[config.mk]
export PLATFORM = sky130hd
export DESIGN_NAME = issue_scheduler
export DESIGN_NICKNAME = d
export VERILOG_FILES = /design/src/rtl/issue_scheduler.sv
export SDC_FILE = /design/constraint.sdc
export NUM_CORES = 1
export LEC_CHECK = 0
export ABC_CLOCK_PERIOD_IN_PS = 6860
export CORE_MARGIN = 4
export CORE_UTILIZATION = 41
export DETAILED_ROUTE_END_ITERATION = 10
export PLACE_DENSITY = 0.77
export SLEW_MARGIN = 15
export SYNTH_ARGS = -nofsm -noshare
export SYNTH_HDL_FRONTEND = slang
export SYNTH_SLANG_ARGS = --single-unit
[constraint.sdc]
create_clock -name clk -period 6.86 [get_ports clk]
set_clock_uncertainty 0.1 [all_clocks]
set_input_delay 0.686 -clock clk [delete_from_list [all_inputs] [get_ports clk]]
set_output_delay 0.686 -clock clk [all_outputs]
set_load 0.01 [all_outputs]
[src/rtl/issue_scheduler.sv]
// ----------------------------------------------------------------------------
// issue_scheduler
//
// Purpose:
//   Takes the two oldest wakeup candidates each cycle and grants them to free
//   execution lanes (2 ALU, 1 memory, 1 iterative multiply). Issued ops are
//   held in registered lane slots. The memory slot honours back-pressure from
//   the memory unit. The multiply lane is blocked while the unit is occupied.
//   A branch-mispredict flush squashes issued ops whose speculative tag is
//   being killed.
//
// Ports:
//   clk          system clock, rising-edge active
//   reset        asynchronous active-high reset
//   cand[2]      wakeup candidates, cand[0] older and higher priority
//   grant[1:0]   combinational accept strobe per candidate
//   alu_out[2]   registered ALU lane slots (single-cycle)
//   mem_out      registered memory lane slot (LOAD/STORE)
//   mem_ready    memory unit consumes mem_out when valid && ready
//   mul_out      registered multiply lane slot, valid one cycle per op
//   flush        mispredict flush strobe
//   flush_mask   speculative tags being killed
//   stall_count  saturating count of cycles that lost a candidate
// ----------------------------------------------------------------------------

package issue_scheduler_pkg;

   typedef logic [3:0] spectag_t;

   typedef enum logic [2:0] {
      UNIT_ALU    = 3'd0,
      UNIT_LOAD   = 3'd1,
      UNIT_STORE  = 3'd2,
      UNIT_MUL    = 3'd3,
      UNIT_BRANCH = 3'd4
   } unit_t;

   typedef enum logic [1:0] {
      EX_NORMAL   = 2'd0,
      EX_GEN_ADDR = 2'd1,
      EX_BRANCH   = 2'd2
   } ex_mode_t;

   typedef struct packed {
      logic       is_valid;
      unit_t      Unit;
      ex_mode_t   mode;
      logic [5:0] tag;
      spectag_t   speculative_tag;
      logic [31:0] data;
   } ex_content_t;

   typedef enum logic [1:0] {
      LANE_ALU = 2'd0,
      LANE_MEM = 2'd1,
      LANE_MUL = 2'd2
   } lane_t;

endpackage

module issue_scheduler
   import issue_scheduler_pkg::*;
#(
   parameter int MUL_LAT = 4,
   parameter int STALL_W = 32
) (
   input  logic               clk,
   input  logic               reset,
   input  ex_content_t        cand [2],
   output logic [1:0]         grant,
   output ex_content_t        alu_out [2],
   output ex_content_t        mem_out,
   input  logic               mem_ready,
   output ex_content_t        mul_out,
   input  logic               flush,
   input  spectag_t           flush_mask,
   output logic [STALL_W-1:0] stall_count
);

   // Address-generation ops carry Unit = ALU, so they fall into the ALU class.
   function automatic lane_t laneOf(input ex_content_t c);
      case (c.Unit)
         UNIT_LOAD, UNIT_STORE: laneOf = LANE_MEM;
         UNIT_MUL:              laneOf = LANE_MUL;
         default:               laneOf = LANE_ALU;
      endcase
   endfunction

   logic [3:0]  r_mulBusy;
   lane_t       w_lane0;
   lane_t       w_lane1;
   logic        w_memFree;
   logic        w_mulFree;
   logic        w_grant0;
   logic        w_grant1;
   logic        w_memTaken;
   logic        w_mulTaken;
   logic        w_anyStall;
   logic        w_memKill;
   logic        w_memLoad;
   logic        w_mulLoad;
   ex_content_t w_memSel;
   ex_content_t w_mulSel;
   ex_content_t w_alu0Next;
   ex_content_t w_alu1Next;

   assign w_lane0   = laneOf(cand[0]);
   assign w_lane1   = laneOf(cand[1]);
   assign w_memFree = !mem_out.is_valid || mem_ready;
   assign w_mulFree = (r_mulBusy == 4'd0);
   assign grant     = {w_grant1, w_grant0};

   // Grant arbitration. cand[0] claims its lane first; cand[1] may still
   // issue into its own lane even when cand[0] is blocked. The two ALU lanes
   // can never both be taken by a single older grant, so ALU is always free.
   always_comb begin
      w_grant0   = 1'b0;
      w_grant1   = 1'b0;
      w_memTaken = 1'b0;
      w_mulTaken = 1'b0;
      if (cand[0].is_valid && !flush && !reset) begin
         case (w_lane0)
            LANE_MEM: w_grant0 = w_memFree;
            LANE_MUL: w_grant0 = w_mulFree;
            default:  w_grant0 = 1'b1;
         endcase
      end
      w_memTaken = w_grant0 && (w_lane0 == LANE_MEM);
      w_mulTaken = w_grant0 && (w_lane0 == LANE_MUL);
      if (cand[1].is_valid && !flush && !reset) begin
         case (w_lane1)
            LANE_MEM: w_grant1 = w_memFree && !w_memTaken;
            LANE_MUL: w_grant1 = w_mulFree && !w_mulTaken;
            default:  w_grant1 = 1'b1;
         endcase
      end
   end

   // Lane slot next-values. A lone ALU grant always lands in slot 0.
   always_comb begin
      w_alu0Next = '0;
      w_alu1Next = '0;
      w_memLoad  = 1'b0;
      w_memSel   = '0;
      w_mulLoad  = 1'b0;
      w_mulSel   = '0;
      if (w_grant0 && (w_lane0 == LANE_ALU)) begin
         w_alu0Next = cand[0];
         if (w_grant1 && (w_lane1 == LANE_ALU)) begin
            w_alu1Next = cand[1];
         end
      end else if (w_grant1 && (w_lane1 == LANE_ALU)) begin
         w_alu0Next = cand[1];
      end
      if (w_grant0 && (w_lane0 == LANE_MEM)) begin
         w_memLoad = 1'b1;
         w_memSel  = cand[0];
      end else if (w_grant1 && (w_lane1 == LANE_MEM)) begin
         w_memLoad = 1'b1;
         w_memSel  = cand[1];
      end
      if (w_grant0 && (w_lane0 == LANE_MUL)) begin
         w_mulLoad = 1'b1;
         w_mulSel  = cand[0];
      end else if (w_grant1 && (w_lane1 == LANE_MUL)) begin
         w_mulLoad = 1'b1;
         w_mulSel  = cand[1];
      end
   end

   // Grants are suppressed during flush, so only the held memory slot can
   // actually carry a killable op across the flush edge.
   assign w_memKill  = flush && mem_out.is_valid &&
                       ((mem_out.speculative_tag & flush_mask) != '0);
   assign w_anyStall = !flush &&
                       ((cand[0].is_valid && !w_grant0) ||
                        (cand[1].is_valid && !w_grant1));

   // ALU and multiply slots are reloaded every cycle, which also empties any
   // slot whose op would otherwise be killed by a flush.
   always_ff @(posedge clk or posedge reset) begin
      if (reset) begin
         alu_out[0] <= '0;
         alu_out[1] <= '0;
         mul_out    <= '0;
      end else begin
         alu_out[0] <= w_alu0Next;
         alu_out[1] <= w_alu1Next;
         mul_out    <= w_mulLoad ? w_mulSel : '0;
      end
   end

   // Memory slot: reload wins (covers consume-and-reload with no bubble),
   // otherwise a consume or a flush kill empties it, otherwise it holds.
   always_ff @(posedge clk or posedge reset) begin
      if (reset) begin
         mem_out <= '0;
      end else if (w_memLoad) begin
         mem_out <= w_memSel;
      end else if (mem_out.is_valid && (mem_ready || w_memKill)) begin
         mem_out <= '0;
      end
   end

   // Multiply occupancy keeps counting through a flush because the unit is
   // still physically busy with the squashed op.
   always_ff @(posedge clk or posedge reset) begin
      if (reset) begin
         r_mulBusy <= 4'd0;
      end else if (w_mulLoad) begin
         r_mulBusy <= 4'(MUL_LAT - 1);
      end else if (r_mulBusy != 4'd0) begin
         r_mulBusy <= r_mulBusy - 4'd1;
      end
   end

   // Saturating lost-candidate counter.
   always_ff @(posedge clk or posedge reset) begin
      if (reset) begin
         stall_count <= '0;
      end else if (w_anyStall && (stall_count != {STALL_W{1'b1}})) begin
         stall_count <= stall_count + STALL_W'(1);
      end
   end

endmodule

Word-level counts from Yosys, hierarchy flattened
Cells that the tools add are included.

cells by class
  reduce and logical (&&, ||, !) cells = 38
  equality and inequality tests = 11
  bitwise operators = 1
  mux-type cells = 22
  add/subtract/negate cells = 2

operators with widths
  cell                     number
  $mux W48                 10
  $add A32 B1 Y32 const B  1
  $ne A32 B32 Y1 const B   1
  $logic_and A1 B1 Y1      19
  $eq A3 B2 Y1 const B     4
  $mux W4                  2
  $pmux W2 S2              2
  $reduce_bool A4 Y1       2
  $logic_not A1 Y1         7
  $eq A3 B1 Y1 const B     2
  $mux W1                  6
  $and A4 B4 Y4            1
  $eq A2 B1 Y1 const B     2
  $eq A2 B2 Y1 const B     2
  $logic_not A2 Y1         2
  $logic_not A4 Y1         1
  $pmux W1 S2              2
  $reduce_bool A2 Y1       2
  $reduce_or A2 Y1         2
  $sub A4 B1 Y4 const B    1
  $logic_or A1 B1 Y1       3

storage, ports and cells
  output and inout port bits = 226
  register bits after elaboration = 228
  bits of input ports = 104
  logic and storage cells = 100

Depth between registers and ports, before layout
  depth after elaboration = 16
  gate-level depth with buffers = 12
  mapped depth without buffers = 10

Worst setup path after synthesis
OpenSTA, ideal clock, no wires.

  path type = input to register
  start = input port reset
  end = register stall_count[1]
  stages on the path = 6
  arrival = 6751 ps
  setup slack = -116 ps
  cells stage by stage = inv_1 nor2_1 a311oi_2 a311oi_1 buf_4 mux2_4

on the way
  word-level cells in the longest chain between the ends = 13
  elaborated cells between the ends (all ways) = 19
  those cells by class = mux: 3; reduce/logical: 16

ends and longest elaborated chain
  element                                        RTL line  text
  start, declared                                68        input logic reset,
  $logic_not A1 Y1 (no line) *                   -
  $logic_and A1 B1 Y1                            121       if (cand[0].is_valid && !flush && !reset) begin
  $mux W1                                        121
  $logic_and A1 B1 Y1, on equally long branches  129, 128
  $logic_not A1 Y1, on equally long branches     133, 132
  $logic_and A1 B1 Y1, on equally long branches  133, 132
  $pmux W1 S2                                    131       case (w_lane1)
  $mux W1                                        130       if (cand[1].is_valid && !flush && !reset) begin
  $logic_not A1 Y1                               177       (cand[1].is_valid && !w_grant1));
  $logic_and A1 B1 Y1                            177
  $logic_or A1 B1 Y1 *                           176       ((cand[0].is_valid && !w_grant0) ||
  $logic_and A1 B1 Y1 *                          175       assign w_anyStall = !flush &&
  $logic_and A1 B1 Y1 *                          221       end else if (w_anyStall && (stall_count != {STALL_W{1'b1}})) begin
  end signal, assigned                           222       stall_count <= stall_count + STALL_W'(1);
  end, declared                                  77        output logic [STALL_W-1:0] stall_count

Mark *: on every way between the ends. The rest lies on a longest branch, timed or not.
A chain may end at the register's enable or synchronous reset.

Worst setup path in the final report
  start = input port cand[93] (netlist bit)
  end = output port grant[0]

on the way
  word-level cells in the longest chain between the ends = 6
  elaborated cells between the ends (all ways) = 9
  those cells by class = eq/ne: 5; mux: 3; reduce/logical: 1

ends and longest elaborated chain
  element                                              RTL line  text
  start, declared                                      69        input ex_content_t cand [2],
  $eq A3 B1 Y1 / $eq A3 B2 Y1 (equally long branches)  82        case (c.Unit)
  $reduce_or A2 Y1                                     82
  $pmux W2 S2 *                                        82
  $eq A2 B2 Y1 / $eq A2 B1 Y1 (equally long branches)  122       case (w_lane0)
  $pmux W1 S2 *                                        122
  $mux W1 *                                            121
  end, declared                                        70        output logic [1:0] grant,

Marked as above.

==> metrics.csv <==
metric;value;unit
result of the run;finished, final reports clean;
top cell type by total area after synthesis;sky130_fd_sc_hd__dfrtp_1;
max incr delay on CP;0.68;ns
cell types with the largest area share after synthesis;sky130_fd_sc_hd__dfrtp_1 62%, sky130_fd_sc_hd__nand2_1 8.8%, sky130_fd_sc_hd__a22o_1 4.5%, sky130_fd_sc_hd__a22oi_1 4.0%, sky130_fd_sc_hd__and2_1 3.3%;
Pre-Repair DR Iteration Count;6;
starting utilization of the core area;42.0;%
setup bufs post-CTS;0;
proportion of layout cells with a drive suffix above 1;7.31;%
global route total overflow;0;
drt first-iter violations;478;
VDD IR-drop max;216;uV
cells traversed along the worst timing path;clkdlybuf4s50_1, xor2_1, nand2b_1, inv_1, ha_1, nand2_1, a31oi_1, clkdlybuf4s50_1;
Area after DPL;0.0128;sq mm
global-route usage over all layers;23.0;%
register-to-register setup slack;3.53;ns
Die Width;158;um
count of unique library cells instantiated by Yosys;55;
cell leakage power;6.30;nW
clock tree from TritonCTS;yes;
Avg Vias per Cell;5.32;
switching portion of total power;26.3;%
required time at the endpoint of the critical path;6.07;ns
final core utilization;62.7;%
arrival time at the worst endpoint;3.15;ns
per-cell routed wire length;20.4;um
slowest cell on the critical path;sky130_fd_sc_hd__clkdlybuf4s50_1;
pin count of the biggest net entering global routing;165;
worst slack after detailed placement;2.71;ns
HPWL Detailed;20.2;mm
net total in the final layout;1271;
CTS Hold Buffers Added;0;
Main synth FF type;sky130_fd_sc_hd__dfrtp_1;
power per unit of standard cell area;268;mW/mm^2
CP Capture Type;output port;
number of rows in the core area;54;
leading cell type in the layout, fill and taps excluded;sky130_fd_sc_hd__clkdlybuf4s50_1;
number of ports placed on the die boundary;330;
Final setup viols;0;
number of antenna violations at the first check in global routing;0;
cell count of the worst reg-to-reg path;10;
sequential cell area fraction in the yosys report;61.8;%
sequential share of power;42.3;%
share of synthesized flip-flops with an asynchronous set or reset;100;%
register bit total from synthesis;228;
Remaining DRCs;0;
worst relative slew slack;38.9;%
Hold Vio Cnt, Final;0;
Floorplan Core Area;0.0220;sq mm
worst hold path type;flop to flop;
Internal Pwr Total;2.72;mW
clock slew at the register clock pins of the worst setup and hold paths;0.06;ns
synth-to-layout area growth;49.2;%
Worst path most repeated cell;sky130_fd_sc_hd__clkdlybuf4s50_1;
RSZ-0062 raised after global routing;false;
end of the worst register-to-register path;mem_out[34];
Syn Nets;953;
launch point of the worst reg-to-reg path;r_mulBusy[0];
Setup TNS Final;0;ns
share of power burned in combinational logic;18.1;%
share of the cycle needed by the critical path after routing;57.4;%
per-instance average area after synthesis;11.0;sq um
number of max-cap violations;0;
number of resized instances in the post-cts repair step;0;
Clk pwr share;39.7;%
Worst Path Max Fanout;5;
via count of the first global-routing pass;7982;
leading cell types in the layout, fill and taps excluded;329 x sky130_fd_sc_hd__clkdlybuf4s50_1, 228 x sky130_fd_sc_hd__dfrtp_1, 216 x sky130_fd_sc_hd__nand2_1;
diode count;0;
post-layout minimum cycle time;3.94;ns
first-pass GRT wire length;45.1;mm
post-route worst setup slack;2.92;ns
Post-synth EDFFs;0;
antenna-violating nets left;0;
count of input and output buffers;329;
Final Max Tran Viols;0;
clock sink count;228;
Bufs on Longest Clock Path;3;
area share of the leading cell type in the synthesized netlist;61.8;%
number of CTS-inserted buffers;26;
die area;0.0250;sq mm
gate count after technology mapping;840;
routed via count;7750;
GPL Wtd Cong;0.857;
netlist area before placement;0.00923;sq mm
Routed WL;29.8;mm
Die H;158;um
final hold slack;0.362;ns
launching instance or port of the critical path;cand[93];
root buffer cell;sky130_fd_sc_hd__clkbuf_16;
number of fill cells in the layout;1731;
highest clock rate;254;MHz
total number of yosys warnings;0;
Setup crit start kind;primary input;
net switching power;971;uW
Final Cell Area;0.0138;sq mm
maximum level of the CTS H-tree;1;
worst setup path endpoint;grant[0];
measured slew at the worst slew-check pin;0.913;ns
clk_lat worst skew;0.53;ns
Worst Setup Path Type;primary input to output port;
## per-layer routing
layer  track usage (%)  wire length, um
met3              6.01             2560
met4              8.29              937
met5                 0                0
met1              28.5            11500
met2              39.2            14800
## cell usage after synthesis (all sizes together), types with 2 or more instances
| library cell | instances |
|---|---|
| nand2b | 4 |
| and3 | 6 |
| nand4b | 3 |
| a31oi | 3 |
| nand2 | 216 |
| a311oi | 3 |
| nor2 | 19 |
| nor2b | 2 |
| xor2 | 10 |
| and2 | 50 |
| buf | 31 |
| a21oi | 49 |
| inv | 13 |
| clkbuf | 20 |
| nor3 | 7 |
| or2 | 2 |
| nand3 | 11 |
| nor4 | 2 |
| nand4bb | 2 |
| nand4 | 12 |
| dfrtp | 228 |
| a22oi | 49 |
| ha | 9 |
| xnor2 | 25 |
| a21boi | 2 |
| a22o | 47 |
## flip-flops by register name, indices dropped and copies added, names as in the netlist
| name | count |
|---|---|
| alu_out | 96 |
| mem_out | 48 |
| mul_out | 48 |
| r_mulBusy | 4 |
| stall_count | 32 |
## worst min path at each step
stage | from | depth (start not counted) | endpoint
after floorplan | r_mulBusy[1] | 2 | r_mulBusy[1]
after global placement | mem_out[8] | 2 | mem_out[8]
after detailed placement | mem_out[39] | 2 | mem_out[39]
after CTS | mem_out[39] | 2 | mem_out[39]
after global routing | mem_out[17] | 2 | mem_out[17]
final | mem_out[45] | 2 | mem_out[45]
## layout make-up
class	count	area (sq um)	share of cell area (%)
Sequential cell	228	5710	41.5
Timing Repair Buffer	341	3410	24.8
Multi-Input combinational cell	548	3320	24.1
Clock buffer	39	811	5.89
Tap cell	280	350	2.55
Clock inverter	8	115	0.836
Inverter	13	52.6	0.382
## cell families after synthesis
kind of cell,synth area share [%]
xor gates and xnor gates,3.32
muxes,0.163
AOI/OAI and AO/OA,12.8
and+or+nand+nor,17.6
adders and majority gates,1.22
DFF,61.8
buffers and inverters,3.04
## per-stage QoR
stage	instances	power (mW)
floorplan	840	1.85
global placement	1409	2.23
detailed placement	1409	2.25
CTS	1456	3.72
global route	1457	3.85
finish	1457	3.69
## worst max-delay path, delay by kind of cell
kind	cells	cell delay, ns
buf+inv	3	1.36
compound gates	1	0.42
simple gates	2	0.30
fa+ha+maj	1	0.22
xor+xnor	1	0.17
## power groups by stage
| stage | clock network [mW] | logic, mW | registers, mW |
|---|---|---|---|
| final | 1.46 | 0.667 | 1.56 |
| after CTS | 1.49 | 0.677 | 1.56 |
| after global placement | 0 | 0.657 | 1.58 |
| after floorplan | 0 | 0.230 | 1.62 |
| after global routing | 1.55 | 0.727 | 1.57 |
| after detailed placement | 0 | 0.673 | 1.58 |
Power figures use the tool's default switching activity.
